### config.mk
export PLATFORM = sky130hd
export DESIGN_NAME = aux_capture
export DESIGN_NICKNAME = d
export VERILOG_FILES = /design/src/rtl/aux_capture.sv
export SDC_FILE = /design/constraint.sdc
export NUM_CORES = 1
export LEC_CHECK = 0
export ABC_AREA = 1
export CORE_MARGIN = 2
export CORE_UTILIZATION = 56
export CTS_CLUSTER_DIAMETER = 50
export DETAILED_ROUTE_END_ITERATION = 16
export DONT_BUFFER_PORTS = 1
export PLACE_DENSITY = 0.71
export SYNTH_ARGS = -nofsm -noshare
export SYNTH_HDL_FRONTEND = slang
export SYNTH_SLANG_ARGS = --single-unit
### constraint.sdc
create_clock -name CLK -period 3.05 [get_ports CLK]
set_clock_uncertainty 0.1 [all_clocks]
set_input_delay 0.915 -clock CLK [delete_from_list [all_inputs] [get_ports CLK]]
set_output_delay 0.915 -clock CLK [all_outputs]
set_load 0.05 [all_outputs]
### src/rtl/aux_capture.sv
// aux_capture: decimated capture of the AUX buses into a one-entry (address, value) write slot.
module aux_capture #(
    parameter int unsigned DECIM       = 1,
    parameter int unsigned MAX_SAMPLES = 24'hFFFFFF
) (
    input  logic        CLK,
    input  logic        RES,
    input  logic        Start,
    input  logic        Stop,
    input  logic        TrigOnChange,
    input  logic [7:0]  AUX_A,
    input  logic [14:0] AUX_B,
    input  logic        Ready,
    output logic        WrEn,
    output logic [23:0] Addr,
    output logic [31:0] Val,
    output logic        Busy,
    output logic        Done,
    output logic        Overrun,
    output logic [23:0] Count
);

    localparam int unsigned CW = 16;
    localparam int unsigned AW = 24;
    localparam int unsigned SW = 23;

    typedef enum logic [2:0] {
        S_IDLE  = 3'd0,
        S_ARMED = 3'd1,
        S_RUN   = 3'd2,
        S_DRAIN = 3'd3,
        S_DONE  = 3'd4
    } state_t;

    state_t          state;
    state_t          state_nxt;
    logic [CW-1:0]   decim_cnt;
    logic [AW-1:0]   loaded;
    logic [SW-1:0]   prev;
    logic [SW-1:0]   cur_c;
    logic            xfer_c;
    logic            due_c;
    logic            start_c;

    // Next-state decode and sample-due qualification.
    always_comb begin
        state_nxt = state;
        due_c     = 1'b0;
        start_c   = 1'b0;
        cur_c     = {AUX_B, AUX_A};
        xfer_c    = WrEn && Ready;
        case (state)
            S_IDLE, S_DONE: begin
                if (Start && !Stop) begin
                    start_c   = 1'b1;
                    state_nxt = TrigOnChange ? S_ARMED : S_RUN;
                end
            end
            S_ARMED: begin
                if (Stop) begin
                    state_nxt = S_DONE;
                end else if (cur_c != prev) begin
                    due_c     = 1'b1;
                    state_nxt = S_RUN;
                end
            end
            S_RUN: begin
                if (Stop || (loaded == AW'(MAX_SAMPLES))) begin
                    state_nxt = S_DRAIN;
                end else begin
                    due_c = (decim_cnt == '0);
                end
            end
            S_DRAIN: begin
                if (!WrEn || xfer_c) begin
                    state_nxt = S_DONE;
                end
            end
            default: state_nxt = S_IDLE;
        endcase
    end

    // State, decimation counter, output slot and status registers.
    always_ff @(posedge CLK) begin
        if (RES) begin
            state     <= S_IDLE;
            decim_cnt <= '0;
            loaded    <= '0;
            prev      <= '0;
            WrEn      <= 1'b0;
            Addr      <= '0;
            Val       <= '0;
            Busy      <= 1'b0;
            Done      <= 1'b0;
            Overrun   <= 1'b0;
            Count     <= '0;
        end else begin
            state <= state_nxt;
            Busy  <= (state_nxt == S_ARMED) || (state_nxt == S_RUN) || (state_nxt == S_DRAIN);
            Done  <= (state_nxt == S_DONE);

            if (state == S_ARMED) begin
                prev <= cur_c;
            end

            // The trigger cycle counts as decimation slot 0.
            if (start_c) begin
                decim_cnt <= '0;
            end else if (state == S_ARMED && state_nxt == S_RUN) begin
                decim_cnt <= (DECIM == 1) ? '0 : CW'(1);
            end else if (state == S_RUN && state_nxt == S_RUN) begin
                decim_cnt <= (decim_cnt == CW'(DECIM - 1)) ? '0 : decim_cnt + CW'(1);
            end

            if (xfer_c) begin
                Count <= Count + AW'(1);
            end

            // Slot load / drop / drain; a transfer frees the slot for a same-cycle load.
            if (due_c && (!WrEn || xfer_c)) begin
                WrEn   <= 1'b1;
                Addr   <= loaded;
                Val    <= {9'b0, cur_c};
                loaded <= loaded + AW'(1);
            end else begin
                if (due_c) begin
                    Overrun <= 1'b1;
                end
                if (xfer_c) begin
                    WrEn <= 1'b0;
                end
            end

            if (start_c) begin
                Count   <= '0;
                Addr    <= '0;
                Overrun <= 1'b0;
                loaded  <= '0;
            end
        end
    end

endmodule

==> reports/metrics.yaml <==
worst_setup_path:
  r2r_slack_ns: 0.34
  rr_worst_depth: 14
  cp_max_fo: 47
  reg2reg_to: "Addr[23]"
  critPathKind: "flop to flop"
  r2r-start: "loaded[0]"
  worstSetupStartpointType: "flop"
  required_ns: 3.31
  cp-end-kind: "flop"
  arrival_ns: 2.97
clock_tree:
  cts_buffers: 17
  clock_path_buffers: 2
  postCtsSetupBuffers: 0
  clock_latency_ns: 0.42
  h-tree-depth: 4
  cts_sinks: 141
  root_buffer: "clkbuf_16"
  clk_pin_slew_ns: 0.06
  cts_tree: "done"
  hold_buffers: 0
placement:
  dpl.hpwl_microns: 9870
  dp_cells: 1134
  place.gp.congestion: 0.918
  dpl_cell_area_sq_um: 6910
  io_buffers: 0
cells_and_area:
  diodes: 0
  drive_above_1_share_pct: 6.58
  num-nets-final: 1039
  fin_util_pct: 62.4
  design_area_sq_um: 7470
  stdcell_count: 1165
  area_growth_pct: 9.12
detailed_routing:
  drc_errors: 0
  first_pass_iters: 4
  wl_per_cell_microns: 12.3
  ant_nets: 0
  vias: 5855
  drt-total-wl_microns: 14300
  drt-initial-drc-count: 410
  vias_per_cell: 5.03
worst_hold_path:
  hp-start: "loaded[22]"
  hold_depth: 2
  hp-class: "flop to flop"
  hold-path-endpoint: "loaded[22]"
synth:
  yosysTopAreaCell: "dfxtp_1"
  syn_inst: 1008
  synth_top_area_share_pct: 41.3
  ys_top_cells_by_area: "dfxtp_1 (41%), nand2_1 (12%), nor2_1 (9.8%)"
  ys_seq_area_share_pct: 41.3
  synth-edff-count: 0
  syn-cell-area_sq_um: 6840
  synth_cell_type_count: 35
  yosysWarnings: 0
  ys_ff_latch: 141
  synth.avg_cell_area_sq_um: 6.79
  async_reset_ff_share_pct: 0
  synthFlopType: "dfxtp_1"
timing:
  period_share_pct: 88.9
  hold_viol_final: 0
  clock.fmax_mhz: 369
  slew_violations: 0
  relSlewSlack_pct: 52.5
  worst_pin_slew_ns: 0.712
  post-route-min-period_ns: 2.71
  rsz0062_at_grt: "no"
  setup_viol: 0
power_and_ir_drop:
  power_mw: 4.39
  peakVddDrop_v: 0.000414
  p_leak_nw: 3.10
  power_density_nw_per_um2: 587
grt:
  antenna_found_initial: 0
  grt_remaining_overflow: 0
  grt_pass1_wl_microns: 24500
  grt_pass1_vias: 5334
  grt.total_usage_pct: 23.1
  grt_max_degree: 72
die:
  dieWidth_microns: 115
  dieArea_sq_um: 13100
  initial_utilization_pct: 57.2
  num_rows: 40
  io_pins: 113
  core-area_sq_um: 12000
  die_y_microns: 115
run_status:
  outcome: "complete, no violations"
job:
  drv_cap: 0
==> how the worst max path moves through the flow <==
stage | startpoint | end | slack, ns | depth (start not counted)
floorplan | Ready | Count[23] | 0.68 | 9
global placement | AUX_B[2] | decim_cnt[7] | -0.007 | 12
detailed placement | AUX_B[0] | decim_cnt[5] | -0.09 | 12
CTS | loaded[0] | decim_cnt[5] | 0.29 | 13
global route | loaded[0] | loaded[0] | 0.03 | 15
finish | loaded[0] | Addr[23] | 0.34 | 14
==> per-stage QoR <==
stage	hold slack [ns]	worst slack, ns	TNS, ns
after global routing	0.424	0.0313	0
after detailed placement	0.402	-0.0907	-0.855
final	0.409	0.340	0
after CTS	0.411	0.291	0
after global placement	0.390	-0.00718	-0.0109
after floorplan	0.370	0.678	0
==> area by class of cell <==
class	instances	area (sq um)
fillers	1117	4490
multi-input cells	698	3290
flip-flops and latches	141	2820
inverters	131	494
clock buffers	19	453
well taps	147	184
repair buffers	17	128
clock inverters	12	97.6
==> Yosys cell counts, drive strengths merged, types with 3 or more instances <==
cell type	number
inv	131
xnor2	11
o21ai	83
buf	30
xor2	30
nand4	25
o21a	3
dfxtp	141
nand3	24
clkbuf	16
nor3	29
nand2	228
nor3b	4
a21oi	62
ha	4
nor2	182
==> report_power, final <==
group	switching, mW	total, mW	internal, mW
Combinational	0.247	0.356	0.109
Sequential	0.194	2.11	1.91
Clock	0.777	1.93	1.15
Total	1.22	4.39	3.17
==> worst max-delay path, cell delays in order, from the launching register on <==
cell and delay, ns:
dfxtp_1 0.41, ha_1 0.30, nand2_1 0.09, nor2_2 0.18, nand2_1 0.14, nor2_1 0.11, nand3b_1 0.13, nand2_1 0.11
nor2_1 0.05, nand2_2 0.07, nand2_4 0.07, nand2_8 0.16, buf_4 0.41, o21ai_0 0.17, nor2_1 0.10
==> logic make-up (layout without fill, tap and decap cells) <==
logic type | count (synthesis) | after routing | share of synthesized area, %
and+or+nand+nor | 494 | 494 | 30.3
buffers and inverters | 177 | 179 | 11.3
AOI/OAI and AO/OA | 150 | 150 | 11.2
DFF | 141 | 141 | 41.3
xor gates and xnor gates | 41 | 41 | 5.25
adders and majority gates | 4 | 4 | 0.731
other | 1 | 9 | 0.0548
==> layout by cell type, fill, tap and decap left out, types with 2 or more instances in the layout <==
master / count
xor2_1: 30
nand2_1: 223
nor3b_1: 3
a21oi_1: 62
clkinv_4: 2
nand4_1: 25
o21ai_1: 20
nand2_2: 3
nor2_2: 5
o21ai_0: 63
clkinvlp_4: 2
clkinv_2: 7
dfxtp_1: 141
buf_4: 17
xnor2_1: 11
nor2_1: 177
clkbuf_16: 17
inv_1: 126
o21a_1: 3
inv_2: 4
clkbuf_8: 2
conb_1: 9
nand3_1: 23
nor3_1: 27
ha_1: 4
==> per-layer routing <==
layer  share of wire [%]  GRT usage, %
met5                   0             0
met4                 1.3          8.70
met3                 6.1          7.46
met2                  48          37.8
met1                  45          28.3
==> registers in the layout, summed over array words and instances (netlist names) <==
signal and flops:
Addr 24, Busy 1, Count 24, Done 1
Overrun 1, Val 23, WrEn 1, decim_cnt 16
loaded 24, prev 23, state 3
==> timing repair <==
action / 4_1_cts / 5_1_grt
gates cloned: 0 / 0
resized for setup: 1 / 1
pin swaps: 0 / 0
endpoints found under the setup margin: 3 / 15
(Power assumes the default switching activity.)
